<file path="config.mk">
export PLATFORM = sky130hd
export DESIGN_NAME = ram_sdp_be
export DESIGN_NICKNAME = d
export VERILOG_FILES = /design/src/rtl/ram_sdp_be.sv
export SDC_FILE = /design/constraint.sdc
export NUM_CORES = 1
export LEC_CHECK = 0
export ABC_CLOCK_PERIOD_IN_PS = 3600
export CORE_MARGIN = 5
export CORE_UTILIZATION = 25
export DETAILED_ROUTE_END_ITERATION = 8
export GPL_TIMING_DRIVEN = 1
export HOLD_SLACK_MARGIN = 0.03
export SYNTH_ARGS = -nofsm -noshare
export SYNTH_HDL_FRONTEND = slang
export SYNTH_SLANG_ARGS = --single-unit
</file>
<file path="constraint.sdc">
create_clock -name clk -period 3.6 [get_ports clk]
set_input_delay 0.72 -clock clk [delete_from_list [all_inputs] [get_ports clk]]
set_output_delay 0.72 -clock clk [all_outputs]
set_load 0.1 [all_outputs]
</file>
<file path="src/rtl/ram_sdp_be.sv">
// Simple-dual-port RAM with byte-lane write enables, 1- or 2-cycle read latency,
// selectable read/write collision policy, out-of-range flags and a sequential clear engine.
module ram_sdp_be #(
    parameter int ADDR_W   = 4,
    parameter int DEPTH    = 12,
    parameter int WIDTH    = 32,
    parameter int BYTE_W   = 8,
    parameter int RD_LAT   = 1,
    parameter int WR_FIRST = 1
) (
    input  logic                      clk,
    input  logic                      rst,
    input  logic                      clr_req,
    output logic                      busy,
    input  logic                      wr_en,
    input  logic [ADDR_W-1:0]         wr_addr,
    input  logic [WIDTH/BYTE_W-1:0]   wr_be,
    input  logic [WIDTH-1:0]          wr_data,
    output logic                      wr_err,
    input  logic                      rd_en,
    input  logic [ADDR_W-1:0]         rd_addr,
    output logic [WIDTH-1:0]          rd_data,
    output logic                      rd_valid,
    output logic                      rd_err
);

    localparam int NB = WIDTH / BYTE_W;
    localparam logic [ADDR_W:0]   DEPTH_L   = (ADDR_W + 1)'(DEPTH);
    localparam logic [ADDR_W-1:0] LAST_ADDR = ADDR_W'(DEPTH - 1);

    typedef enum logic {
        ST_CLEAR = 1'b0,
        ST_READY = 1'b1
    } state_t;

    function automatic logic [WIDTH-1:0] merge_lanes(
        input logic [WIDTH-1:0] old_word,
        input logic [WIDTH-1:0] new_word,
        input logic [NB-1:0]    be
    );
        logic [WIDTH-1:0] res;
        res = old_word;
        for (int k = 0; k < NB; k++) begin
            if (be[k]) begin
                res[k*BYTE_W +: BYTE_W] = new_word[k*BYTE_W +: BYTE_W];
            end else begin
                res[k*BYTE_W +: BYTE_W] = old_word[k*BYTE_W +: BYTE_W];
            end
        end
        return res;
    endfunction

    logic [WIDTH-1:0] mem [DEPTH];

    state_t            state_r, state_s;
    logic [ADDR_W-1:0] ptr_r, ptr_s;
    logic              busy_r;
    logic              wr_err_r;

    logic              ready_s;
    logic              wr_in_s, rd_in_s;
    logic              wr_ok_s, wr_bad_s, rd_acc_s;
    logic [ADDR_W-1:0] wr_idx_s, rd_idx_s;
    logic [WIDTH-1:0]  wr_word_s, rd_word_s;

    logic              valid1_r, err1_r;
    logic [WIDTH-1:0]  data1_r;

    // Request qualification; out-of-range addresses are steered to word 0 so the array is never over-indexed.
    always_comb begin
        ready_s  = (state_r == ST_READY);
        wr_in_s  = ({1'b0, wr_addr} < DEPTH_L);
        rd_in_s  = ({1'b0, rd_addr} < DEPTH_L);
        wr_ok_s  = ready_s && wr_en && wr_in_s;
        wr_bad_s = ready_s && wr_en && !wr_in_s;
        rd_acc_s = ready_s && rd_en;
        wr_idx_s = wr_in_s ? wr_addr : '0;
        rd_idx_s = rd_in_s ? rd_addr : '0;
        wr_word_s = merge_lanes(mem[wr_idx_s], wr_data, wr_be);
    end

    // Read word selection, including the same-address collision bypass.
    always_comb begin
        rd_word_s = '0;
        if (!rd_in_s) begin
            rd_word_s = '0;
        end else if ((WR_FIRST != 0) && wr_ok_s && (wr_addr == rd_addr)) begin
            rd_word_s = wr_word_s;
        end else begin
            rd_word_s = mem[rd_idx_s];
        end
    end

    // Clear-engine next state: walk every word once, then serve traffic until a clear request.
    always_comb begin
        state_s = state_r;
        ptr_s   = ptr_r;
        case (state_r)
            ST_CLEAR: begin
                if (ptr_r == LAST_ADDR) begin
                    state_s = ST_READY;
                    ptr_s   = '0;
                end else begin
                    state_s = ST_CLEAR;
                    ptr_s   = ptr_r + ADDR_W'(1);
                end
            end
            ST_READY: begin
                if (clr_req) begin
                    state_s = ST_CLEAR;
                    ptr_s   = '0;
                end else begin
                    state_s = ST_READY;
                    ptr_s   = ptr_r;
                end
            end
            default: begin
                state_s = ST_CLEAR;
                ptr_s   = '0;
            end
        endcase
    end

    // Control state, busy flag and write-error pulse.
    always_ff @(posedge clk or negedge rst) begin
        if (!rst) begin
            state_r  <= ST_CLEAR;
            ptr_r    <= '0;
            busy_r   <= 1'b1;
            wr_err_r <= 1'b0;
        end else begin
            state_r  <= state_s;
            ptr_r    <= ptr_s;
            busy_r   <= (state_s == ST_CLEAR);
            wr_err_r <= wr_bad_s;
        end
    end

    // Storage array; no reset here, the clear engine owns zeroing.
    always_ff @(posedge clk) begin
        if (state_r == ST_CLEAR) begin
            mem[ptr_r] <= '0;
        end else if (wr_ok_s) begin
            mem[wr_idx_s] <= wr_word_s;
        end
    end

    // First read stage; data is held between accepted reads.
    always_ff @(posedge clk or negedge rst) begin
        if (!rst) begin
            valid1_r <= 1'b0;
            err1_r   <= 1'b0;
            data1_r  <= '0;
        end else begin
            valid1_r <= rd_acc_s;
            err1_r   <= rd_acc_s && !rd_in_s;
            if (rd_acc_s) begin
                data1_r <= rd_word_s;
            end
        end
    end

    generate
        if (RD_LAT == 2) begin : g_lat2
            logic             valid2_r, err2_r;
            logic [WIDTH-1:0] data2_r;

            // Second read stage, advancing only on valid data so the output holds otherwise.
            always_ff @(posedge clk or negedge rst) begin
                if (!rst) begin
                    valid2_r <= 1'b0;
                    err2_r   <= 1'b0;
                    data2_r  <= '0;
                end else begin
                    valid2_r <= valid1_r;
                    err2_r   <= err1_r;
                    if (valid1_r) begin
                        data2_r <= data1_r;
                    end
                end
            end

            assign rd_valid = valid2_r;
            assign rd_err   = err2_r;
            assign rd_data  = data2_r;
        end else begin : g_lat1
            assign rd_valid = valid1_r;
            assign rd_err   = err1_r;
            assign rd_data  = data1_r;
        end
    endgenerate

    assign busy   = busy_r;
    assign wr_err = wr_err_r;

endmodule

</file>
==> parameters.txt <==
Parameter                              Value

Outcome
  Status ... finished clean

Logic synthesis
  Count of mapped cells out of synthesis ... roughly 1,700
  Top cells by area, synth ... sky130_fd_sc_hd__edfxtp_1 54%, sky130_fd_sc_hd__mux2i_1 4.8%, sky130_fd_sc_hd__dfrtp_1 4.7%, sky130_fd_sc_hd__mux2_2 3.9%, sky130_fd_sc_hd__nor2_1 3.2%
  Per-instance average area after synthesis ... ~12 um^2
  Proportion of synthesized chip area in sequential cells ... 0.587
  Cell accounting for the most synthesized area ... sky130_fd_sc_hd__edfxtp_1
  Synthesized area ... 0.0214 mm^2
  Primary flip-flop cell chosen by synthesis mapping ... sky130_fd_sc_hd__edfxtp_1
  Nets in the synthesized netlist ... roughly 1,800
  Number of different library cells in the post-synthesis netlist ... 70
  Register bit count reported by yosys ... 425
  Number of warnings printed during yosys synthesis ... 0
  Number of flops mapped to enable cells by yosys ... 384
  Area share of the largest cell type after synthesis ... 0.539
  Share of flip-flops with an asynchronous set or reset after synthesis ... 0.0965

Routing
  Post-detailed-route wirelength per cell ... approximately 25 um
  Number of DRC markers in iteration 0 ... roughly 1,900
  Number of iterations in the first detailed-routing pass ... 5
  WL final ... ~76,000 um
  Vias per cell ... 5.43
  Remaining routing DRC violations ... 0
  Total via count after detailed routing ... 16,282
  Post-route antenna net violation count ... 0

Setup path
  Gate family responsible for the most delay along the worst path ... buffers and inverters
  Largest fanout on the critical path ... 2
  Depth of the worst register-to-register path ... 7
  List of cells traversed by the critical path ... clkdlybuf4s50_1
  Crit path largest cell delay ... 1.14 ns
  Kind of capture point of the worst setup path ... output port
  WP buf/inv ... 1
  Worst reg2reg setup slack ... 1.04 ns
  Endpoint of the most critical register-to-register path ... mem[5][1]
  Launching point of the worst reg2reg path ... ready_s
  Slowest stage cell, crit path ... sky130_fd_sc_hd__clkdlybuf4s50_1
  Crit path kind ... reg -> out
  Data required time of the worst path ... 2.88 ns
  Startpoint types ... flip-flop
  Data arrival, critical path ... between 2 and 2.5 ns

Placement
  DPL Wire Length ... 47,200 um
  Global placer's final weighted congestion ... 0.863
  # placed instances ... 2,911
  Number of port buffers ... 84
  Place WS ... 0.343 ns

Global routing
  First-pass GRT wire length ... between 100,000 and 150,000 um
  Antenna violations before repair ... 2
  Aggregate global-route resource usage ... 0.160
  Aggregate global routing overflow ... 0
  Pin count of the biggest net entering global routing ... 97
  Vias in the first global route ... 16,087

Final layout
  Synthesis-to-finish area growth ... 19.2%
  Leading cell type in the layout, fill and taps excluded ... sky130_fd_sc_hd__edfxtp_1
  Count of fill cells added during filler insertion ... 8,566
  Leading cell types in the layout, fill and taps excluded ... 384 x sky130_fd_sc_hd__edfxtp_1, 168 x sky130_fd_sc_hd__nor2_1, 137 x sky130_fd_sc_hd__a21oi_1, 127 x sky130_fd_sc_hd__nand2_1
  Final nets ... 1,866
  Final Core Density ... 0.300
  Layout cells sized above 1 ... 0.204
  Final Instance Count excl. Fillers ... 3,001

Clock tree
  Skew-Pair Late Insertion Delay ... 0.60 ns
  Clock tree from TritonCTS ... yes
  CTS hold repair buffers ... 0
  Root buf cell ... sky130_fd_sc_hd__clkbuf_16
  Resize count post-CTS ... 0
  Clock transition at the registers of the reported paths ... 0.06 ns
  Deepest clock path buffer count ... 3
  CTS Buf Count ... between 40 and 50
  Post-CTS Setup Inserts ... 0
  H-tree levels ... 2
  Clock sink count ... 425

Power
  Power Density ... 669 mW/mm^2
  Static leakage ... 9.02 nW
  Total Power ... 17.1 mW
  Max IR drop VDD ... 0.000381 V

Floorplan
  Number of rows in the core area ... 107
  Core Footprint ... 0.0851 mm^2
  Initial Util ... 0.251
  Die span in y ... 303 um
  Die area ... 0.0916 mm^2
  Horizontal die dimension ... 303 um
  Count of boundary I/O pins ... 85

Timing
  Setup repair after global routing missed its margin ... no
  Worst Setup Slack, final ... 0.816 ns
  Number of pins with negative max-slew slack in the final report ... 0
  Ratio of final minimum period to clock period ... 0.773
  Min Tclk post-route ... ~2.8 ns
  Final count of hold timing violations ... 0
  Slew at the pin closest to its max-slew limit ... between 1 and 1.5 ns
  Finish-stage setup viols ... 0
  Hold slack final ... 0.283 ns
  Worst slew margin relative to its limit ... 0.318
  Fmax achieved ... between 300 and 400 MHz
  Worst clock skew ... 0.0330 ns

Flow run
  Max-cap violations ... 0

Hold path
  Type of the worst min-delay path ... in -> async
[cell usage after synthesis (5+ instances only)]
master,n
sky130_fd_sc_hd__nand2_1,128
sky130_fd_sc_hd__a221oi_1,11
sky130_fd_sc_hd__o21ai_1,22
sky130_fd_sc_hd__a32oi_1,21
sky130_fd_sc_hd__nand3_1,34
sky130_fd_sc_hd__o21ai_0,79
sky130_fd_sc_hd__o22ai_1,55
sky130_fd_sc_hd__a31oi_1,5
sky130_fd_sc_hd__nor2_1,183
sky130_fd_sc_hd__o221ai_1,26
sky130_fd_sc_hd__inv_1,31
sky130_fd_sc_hd__mux2i_1,103
sky130_fd_sc_hd__a21oi_1,137
sky130_fd_sc_hd__a211oi_1,6
sky130_fd_sc_hd__edfxtp_1,384
sky130_fd_sc_hd__mux2_2,75
sky130_fd_sc_hd__nand2b_1,12
sky130_fd_sc_hd__dfrtp_1,40
sky130_fd_sc_hd__mux2_4,22
sky130_fd_sc_hd__buf_2,57
sky130_fd_sc_hd__nor2b_1,10
sky130_fd_sc_hd__a211o_1,6
sky130_fd_sc_hd__buf_1,9
sky130_fd_sc_hd__and2_1,5
sky130_fd_sc_hd__buf_4,14
sky130_fd_sc_hd__nor3_1,8
sky130_fd_sc_hd__a221o_1,23
sky130_fd_sc_hd__mux4_2,23
sky130_fd_sc_hd__a22o_1,24
sky130_fd_sc_hd__buf_6,8
sky130_fd_sc_hd__a22oi_1,27
sky130_fd_sc_hd__a32oi_2,5
sky130_fd_sc_hd__clkbuf_1,57
sky130_fd_sc_hd__a221oi_2,18
[logic make-up after synthesis]
kind of cell	count (synthesis)	share of synthesized area
and+or+nand+nor	402	0.0794
buffers and inverters	177	0.0404
AOI/OAI and AO/OA	503	0.165
muxes	223	0.127
adders and majority gates	1	0.000584
xor gates and xnor gates	3	0.00123
DFF	425	0.587
[power breakdown]
| part | internal [mW] | leakage, nW | switching (mW) | total (mW) |
|---|---|---|---|---|
| Combinational | 1.49 | 4.13 | 3.44 | 4.93 |
| Clock | 2.86 | 0.762 | 2.00 | 4.86 |
| Sequential | 6.64 | 4.12 | 0.640 | 7.28 |
[metal layers]
metal | wire, um | GRT usage
met2 | 36400 | 0.268
met1 | 29700 | 0.206
met5 | 0 | 0
met3 | 6760 | 0.0316
met4 | 2840 | 0.0575
[per-stage QoR]
step | TNS, ns | cell area, um^2
2_1_floorplan | -6.42 | 21400
3_3_place_gp | 0 | 24000
3_5_place_dp | 0 | 24000
4_1_cts | 0 | 25500
5_1_grt | 0 | 25500
6_report | 0 | 25500
[flip-flops by register name, summed over array words and instances, names as in the netlist]
signal and cells:
ptr_r 4, busy 1, rd_data 32, rd_err 1
wr_err 1, mem 384, ready_s 1, rd_valid 1
[area by class of cell]
type | instances | area [um^2] | share of cell area
Inverter | 31 | 116 | 0.00456
Multi-Input combinational cell | 1132 | 8110 | 0.318
Clock buffer | 75 | 1420 | 0.0558
Clock inverter | 13 | 133 | 0.00520
Sequential cell | 425 | 12600 | 0.492
Antenna cell | 2 | 5.00 | 0.000196
Timing Repair Buffer | 179 | 1750 | 0.0684
Tap cell | 1144 | 1430 | 0.0561
[worst max path at each step]
stage	startpoint	end	slack [ns]	cells after the start
CTS	rd_data[29]	rd_data[29]	0.77	1
global route	rd_data[27]	rd_data[27]	0.77	1
finish	rd_data[29]	rd_data[29]	0.82	1
global placement	wr_addr[0]	mem[9][3]	0.37	7
detailed placement	wr_addr[0]	mem[9][3]	0.34	7
floorplan	wr_addr[3]	mem[7][0]	-0.05	7
No activity file was read; power rests on OpenSTA's default activity.
